## src/rtl/vga_timing_gen.sv

```systemverilog
// Raster timing source: DrawX/DrawY counters with zero-latency flags, plus hs/vs/blank_d
// delayed by PIPE_DELAY stages so they line up with registered pixel color from renderers.
module vga_timing_gen #(
   parameter int H_VISIBLE  = 640,
   parameter int H_FRONT    = 16,
   parameter int H_SYNC     = 96,
   parameter int H_BACK     = 48,
   parameter int V_VISIBLE  = 480,
   parameter int V_FRONT    = 10,
   parameter int V_SYNC     = 2,
   parameter int V_BACK     = 33,
   parameter int SYNC_POL   = 0,
   parameter int PIPE_DELAY = 1
) (
   input  logic       vga_clk,
   input  logic       reset_n,
   output logic [9:0] DrawX,
   output logic [9:0] DrawY,
   output logic       blank,
   output logic       line_start,
   output logic       frame_start,
   output logic       hs,
   output logic       vs,
   output logic       blank_d
);

   localparam int H_TOTAL  = H_VISIBLE + H_FRONT + H_SYNC + H_BACK;
   localparam int V_TOTAL  = V_VISIBLE + V_FRONT + V_SYNC + V_BACK;
   localparam int H_HS_ON  = H_VISIBLE + H_FRONT;
   localparam int H_HS_OFF = H_HS_ON + H_SYNC;
   localparam int V_VS_ON  = V_VISIBLE + V_FRONT;
   localparam int V_VS_OFF = V_VS_ON + V_SYNC;
   localparam logic [9:0] H_LAST = 10'(H_TOTAL - 1);
   localparam logic [9:0] V_LAST = 10'(V_TOTAL - 1);
   localparam logic SYNC_ACT = (SYNC_POL != 0);

   if (H_TOTAL > 1024 || V_TOTAL > 1024) begin : g_bad_totals
      $error("vga_timing_gen: H_TOTAL/V_TOTAL exceed the 10-bit counter range");
   end
   if (PIPE_DELAY < 0 || PIPE_DELAY > 3) begin : g_bad_delay
      $error("vga_timing_gen: PIPE_DELAY must be 0..3");
   end

   logic [9:0] x_next;
   logic [9:0] y_next;
   logic       hs_now;
   logic       vs_now;

   always_comb begin
      x_next = DrawX + 10'd1;
      y_next = DrawY;
      if (DrawX == H_LAST) begin
         x_next = '0;
         y_next = (DrawY == V_LAST) ? 10'd0 : DrawY + 10'd1;
      end
   end

   // Flags are derived from the next counter values so they land together with them.
   always_ff @(posedge vga_clk) begin
      if (!reset_n) begin
         DrawX       <= '0;
         DrawY       <= '0;
         blank       <= 1'b0;
         line_start  <= 1'b0;
         frame_start <= 1'b0;
      end else begin
         DrawX       <= x_next;
         DrawY       <= y_next;
         blank       <= (int'(x_next) < H_VISIBLE) && (int'(y_next) < V_VISIBLE);
         line_start  <= (x_next == 10'd0);
         frame_start <= (x_next == 10'd0) && (y_next == 10'd0);
      end
   end

   // vs is taken from DrawY only, so it can change only when the line changes.
   always_comb begin
      hs_now = ((int'(DrawX) >= H_HS_ON) && (int'(DrawX) < H_HS_OFF)) ? SYNC_ACT : ~SYNC_ACT;
      vs_now = ((int'(DrawY) >= V_VS_ON) && (int'(DrawY) < V_VS_OFF)) ? SYNC_ACT : ~SYNC_ACT;
   end

   if (PIPE_DELAY == 0) begin : g_no_delay
      assign hs      = hs_now;
      assign vs      = vs_now;
      assign blank_d = blank;
   end else begin : g_delay
      logic [PIPE_DELAY-1:0] hs_pipe;
      logic [PIPE_DELAY-1:0] vs_pipe;
      logic [PIPE_DELAY-1:0] bl_pipe;

      always_ff @(posedge vga_clk) begin
         if (!reset_n) begin
            hs_pipe <= {PIPE_DELAY{~SYNC_ACT}};
            vs_pipe <= {PIPE_DELAY{~SYNC_ACT}};
            bl_pipe <= '0;
         end else begin
            hs_pipe[0] <= hs_now;
            vs_pipe[0] <= vs_now;
            bl_pipe[0] <= blank;
            for (int i = 1; i < PIPE_DELAY; i++) begin
               hs_pipe[i] <= hs_pipe[i-1];
               vs_pipe[i] <= vs_pipe[i-1];
               bl_pipe[i] <= bl_pipe[i-1];
            end
         end
      end

      assign hs      = hs_pipe[PIPE_DELAY-1];
      assign vs      = vs_pipe[PIPE_DELAY-1];
      assign blank_d = bl_pipe[PIPE_DELAY-1];
   end

endmodule
```

## config.mk

```make
export PLATFORM = sky130hd
export DESIGN_NAME = vga_timing_gen
export DESIGN_NICKNAME = d
export VERILOG_FILES = /design/src/rtl/vga_timing_gen.sv
export SDC_FILE = /design/constraint.sdc
export NUM_CORES = 1
export LEC_CHECK = 0
export CAP_MARGIN = 30
export CORE_MARGIN = 2
export CORE_UTILIZATION = 50
export DETAILED_ROUTE_END_ITERATION = 8
export GPL_ROUTABILITY_DRIVEN = 0
export PLACE_DENSITY = 0.77
export SETUP_SLACK_MARGIN = 0.2
export SYNTH_ARGS = -nofsm -noshare
export SYNTH_HDL_FRONTEND = slang
export SYNTH_SLANG_ARGS = --single-unit
export TNS_END_PERCENT = 30
```

## constraint.sdc

```tcl
create_clock -name vga_clk -period 2.5 [get_ports vga_clk]
set_input_delay 0.75 -clock vga_clk [delete_from_list [all_inputs] [get_ports vga_clk]]
set_output_delay 0.75 -clock vga_clk [all_outputs]
set_load 0.05 [all_outputs]
```

# --- Word-level counts from Yosys, hierarchy flattened ---
# Index checks and enable logic that the tools add are counted.
totals:
  mem_count: 0
  mem_bits_rw: 0
  mem_bits_ro: 0
  ff_bits: 26
  latch_bits: 0
  wordCells: 29
op_classes:
  eq_ne: 2
  shifts: 0
  bitwise: 0
  n_mux: 5
  n_addsub: 2
  n_div: 0
  multipliers: 0
  reduce_logical: 6
  magnitude_cmp: 6
op_table:
  columns: ["operator", "count"]
  rows:
  - ["$mux 10", 3]
  - ["$add 10x1->10 const B", 2]
  - ["$eq 10x10->1 const B", 2]
  - ["$logic_not 10->1", 2]
  - ["$lt 10x10->1 const B", 2]
  - ["$lt 10x9->1 const B", 2]
  - ["$ge 10x10->1 const B", 1]
  - ["$ge 10x9->1 const B", 1]
  - ["$logic_and 1x1->1", 4]
  - ["$mux 1", 2]

# --- Depth between registers and ports, before layout ---
logic_depth:
  word_depth: 5
  mapped_depth: 8
  mapped_depth_nobuf: 8

# --- Worst setup path before layout ---
# No wires, ideal clock.
synth_timing:
  kind: "register to register"
  start: "reg DrawX[0]"
  end: "reg frame_start"
  t_required_ns: 2.397
  path_stages_with_launch: 9
  path_slack_ns: -0.024
  setup_time_ns: 0.103
  arrival_ns: 2.421
  cell_sequence: "dfxtp_1 -> ha_1 -> nand4_1 -> buf_2 -> nor4_4 -> and3_1 -> nand3_1 -> a21o_1 -> a2111oi_2"
synth_via:
  elab_chain_len: 4
  word_cells_on_any_way: 7
synth_rtl:
  columns: ["item", "line_no", "source"]
  rows:
  - ["start: declaration", "17", "output logic [9:0] DrawX,"]
  - ["start signal: assignment", "67", "DrawX <= x_next;"]
  - ["$add 10x1->10 or $eq 10x10->1 (tied branches)", "50, 52", null]
  - ["$mux 10", "52", "if (DrawX == H_LAST) begin"]
  - ["$logic_not 10->1", "71", "frame_start <= (x_next == 10'd0) && (y_next == 10'd0);"]
  - ["$logic_and 1x1->1 (*)", "71", null]
  - ["end signal: assignment", "71", null]
  - ["end: declaration", "21", "output logic frame_start,"]
# Mark *: on every way between the ends. The rest lies on a longest branch, timed or not.
# A chain may end at the register's enable or synchronous reset.

# --- Worst setup path in the final report ---
layout_timing:
  start: "reg DrawY[8]"
  end: "out DrawY[8]"
layout_lines:
  columns: ["item", "line_no", "source"]
  rows:
  - ["start: declaration", "18", "output logic [9:0] DrawY,"]
  - ["start signal: assignment", "68", "DrawY <= y_next;"]
# No word-level cell between the ends.

==> summary.txt <==
Route
  • Starting DRT DRC Count: 35
  • Metal2 WL: approximately 1.6 mm
  • Remaining DRCs: 0
  • Total Routed Length: roughly 3.4 mm
  • Top layer in use: met4
  • Routed len/inst: 14.0 µm
  • DR vias/cell: 5.75
  • Met1 wire length: ~1.6 mm
  • Routed wl met3: about 160 µm
  • DRT Pass-1 Iters: 4
  • Routed Antenna Nets: 0
  • Via count: 1385

Synthesis
  • Yosys reg bits: 26
  • Syn Nets: 190
  • Number of synthesized flops with an enable pin: 0
  • Cell variety after synth: 44
  • Cell count after synthesis: 183
  • YS warnings: 0
  • Seq/Total Area, Yosys: 33.9%
  • Most frequent cell after synthesis: dfxtp_1
  • Mapped Avg Cell Area: around 8.4 µm²
  • Prevailing post-synth register cell: dfxtp_1
  • Yosys top cell by area: dfxtp_1
  • Post-synth top area share: around a third
  • Fraction of registers with async set/reset: 0%
  • Dominant cells by area after synthesis: dfxtp_1 (34%), xnor2_1 (5.7%), nand2_1 (4.2%), and2_1 (4.1%), ha_1 (4.1%)
  • Post-synth top cells: dfxtp_1 (26), nand2_1 (17), nor2_1 (12)
  • Synthesized area: 1540 µm²

Floorplan
  • DIE AREA: roughly 3500 µm²
  • Starting density of the core: about half
  • Core area: slightly below 3000 µm²
  • Chip height: about 59 µm
  • Cell Rows: 20
  • # IOs: 28
  • Die outline width: around 59 µm

Clocking
  • TritonCTS buffer count: 3
  • H-tree Lvls: 1
  • Clock-pin slew on the worst setup and hold paths: around 0.15 ns
  • Sink Count: 26
  • Clk Latency, worst-skew pair: between 0.3 and 0.4 ns
  • Clk buf depth: 2
  • Root buffer cell: clkbuf_4
  • CTS tree: yes

Timing
  • Total Neg Setup Slack: 0 ns
  • Min cycle time layout: 2.40 ns
  • RSZ-0062 raised after global routing: true
  • Fmax: between 400 and 500 MHz
  • Setup ws final: about 0.096 ns
  • Skew final: about 0.014 ns
  • Worst-Margin Slew: about 0.58 ns
  • Max-slew violations: 0
  • Worst relative slew slack: between 60% and 70%
  • Final setup vio count: 0
  • Fin crit share: 96.2%
  • Final Hold Vio Count: 0

Worst setup path
  • Kind of end point of the critical path: output port
  • FF-to-FF End: frame_start
  • Worst Setup EP: DrawY[8]
  • Cell chain of the critical path: clkdlybuf4s50_1
  • CP peak stage delay: approximately 0.85 ns
  • CP Data Arrival Time: 1.65 ns
  • CP max-delay cell: clkdlybuf4s50_1
  • CP top delay family: buffers and inverters
  • Worst EP required: 1.75 ns
  • Critical path launch point: DrawY[8]
  • Crit path buffers/inverters: 1
  • FF-to-FF path depth: 8
  • Worst reg2reg startpoint: DrawX[0]
  • Crit Path Category: flop to output port
  • CP max FO: 7
  • Worst R2R Setup Slack: just over 0.3 ns
  • CP Depth: 1
  • Critical Path Source Type: flop

Placement
  • Dpl hpwl: 2.37 mm
  • Place WS: about 0.29 ns
  • Port Buf Inserts: 27

Power
  • Maximum vdd drop: just under 0.2 mV
  • Leakage dissipation: between 0.7 and 0.8 nW
  • Total Power: roughly 670 µW
  • Pwr dens: about 350 nW/µm²

Cells and area
  • Area Growth Syn to Fin: 24.2%
  • # nets final: 216
  • Number of diodes: 0
  • Share of cells above drive strength 1: around a tenth

Run
  • Max-Cap Viols: 0

Global routing
  • Initial antenna violation count: 0
  • First-pass GRT wire length: between 5 and 6 mm
  • GR Util All Layers: between 20% and 30%
  • Pin count of the biggest net entering global routing: 21
  • Overflow left after global routing: 0
  • Number of global-route vias before repair: between 1000 and 1500

Run status
  • Status: finished, final reports clean

Hold path
  • Worst min-delay path class: flop to flop
[cell type report]
class                   count  area (µm²)
fillers                   245        1070
multi-input cells         136         952
flip-flops and latches     26         531
repair buffers             33         324
well taps                  33        41.3
inverters                   9        33.8
clock buffers               4        26.3
[kinds of logic (layout without fill, tap and decap cells)]
logic type / Yosys count / after routing / share of synthesized area, %
buf+inv: 21 / 46 / 6.51
compound gates: 28 / 28 / 13.9
flops: 26 / 26 / 33.9
fa+ha+maj: 5 / 5 / 4.07
xor+xnor: 14 / 14 / 7.98
simple gates: 89 / 89 / 33.6
[stage by stage]
| step | util [%] | cell area [µm²] | hold WS [ns] | std cells |
|---|---|---|---|---|
| after floorplan | - | 1550 | 0.527 | 183 |
| after global placement | 61.2 | 1820 | 0.428 | 235 |
| after detailed placement | 61.2 | 1820 | 0.438 | 235 |
| after CTS | 61.9 | 1840 | 0.457 | 239 |
| after global routing | 64.1 | 1910 | 0.491 | 241 |
| final | 64.1 | 1910 | 0.472 | 241 |
[routing by layer]
layer | up-vias | track usage [%]
li1 | 691 | -
met1 | 639 | 28.0
met2 | 50 | 32.7
met3 | 5 | 3.49
met4 | 0 | 7.79
met5 | - | 0
[state kept, by name, indices dropped and copies added, names as in the netlist]
name	flops
DrawX	10
DrawY	10
blank	1
blank_d	1
frame_start	1
hs	1
line_start	1
vs	1
[timing repair]
action / in CTS / in global routing
setup endpoints to repair: 16 / 17
pin swaps: 0 / 3
gates resized for setup: 4 / 10
gates cloned: 0 / 0
hold buffers: 0 / 0
hold endpoints to repair: 0 / 0
buffers inserted: 0 / 2
[cell usage in the layout, fill, tap and decap left out, drive strengths merged, types with 5 or more instances in the layout]
cell type,count
clkdlybuf4s50,19
dfxtp,26
nand4,8
nor3,9
xnor2,10
and2,10
inv,9
o21ai,7
ha,5
nor2,12
nand2,17
nand3,7
buf,6
[worst min path at each step]
stage               startpoint       end  slack (ns)  cells past startpoint
detailed placement    DrawX[0]  DrawX[0]        0.44                      1
CTS                   DrawX[0]  DrawX[0]        0.46                      1
finish                DrawX[0]  DrawX[0]        0.47                      1
global placement      DrawX[0]  DrawX[0]        0.43                      1
global route          DrawX[0]  DrawX[0]        0.49                      1
floorplan             DrawX[0]  DrawX[0]        0.53                      1
[where the power goes]
| part | internal, mW | switching [mW] | total [mW] |
|---|---|---|---|
| Clock | 0.0626 | 0.126 | 0.189 |
| Sequential | 0.420 | 0.00743 | 0.428 |
| Combinational | 0.0194 | 0.0329 | 0.0523 |
| Total | 0.502 | 0.166 | 0.669 |
Power figures use the tool's default switching activity.
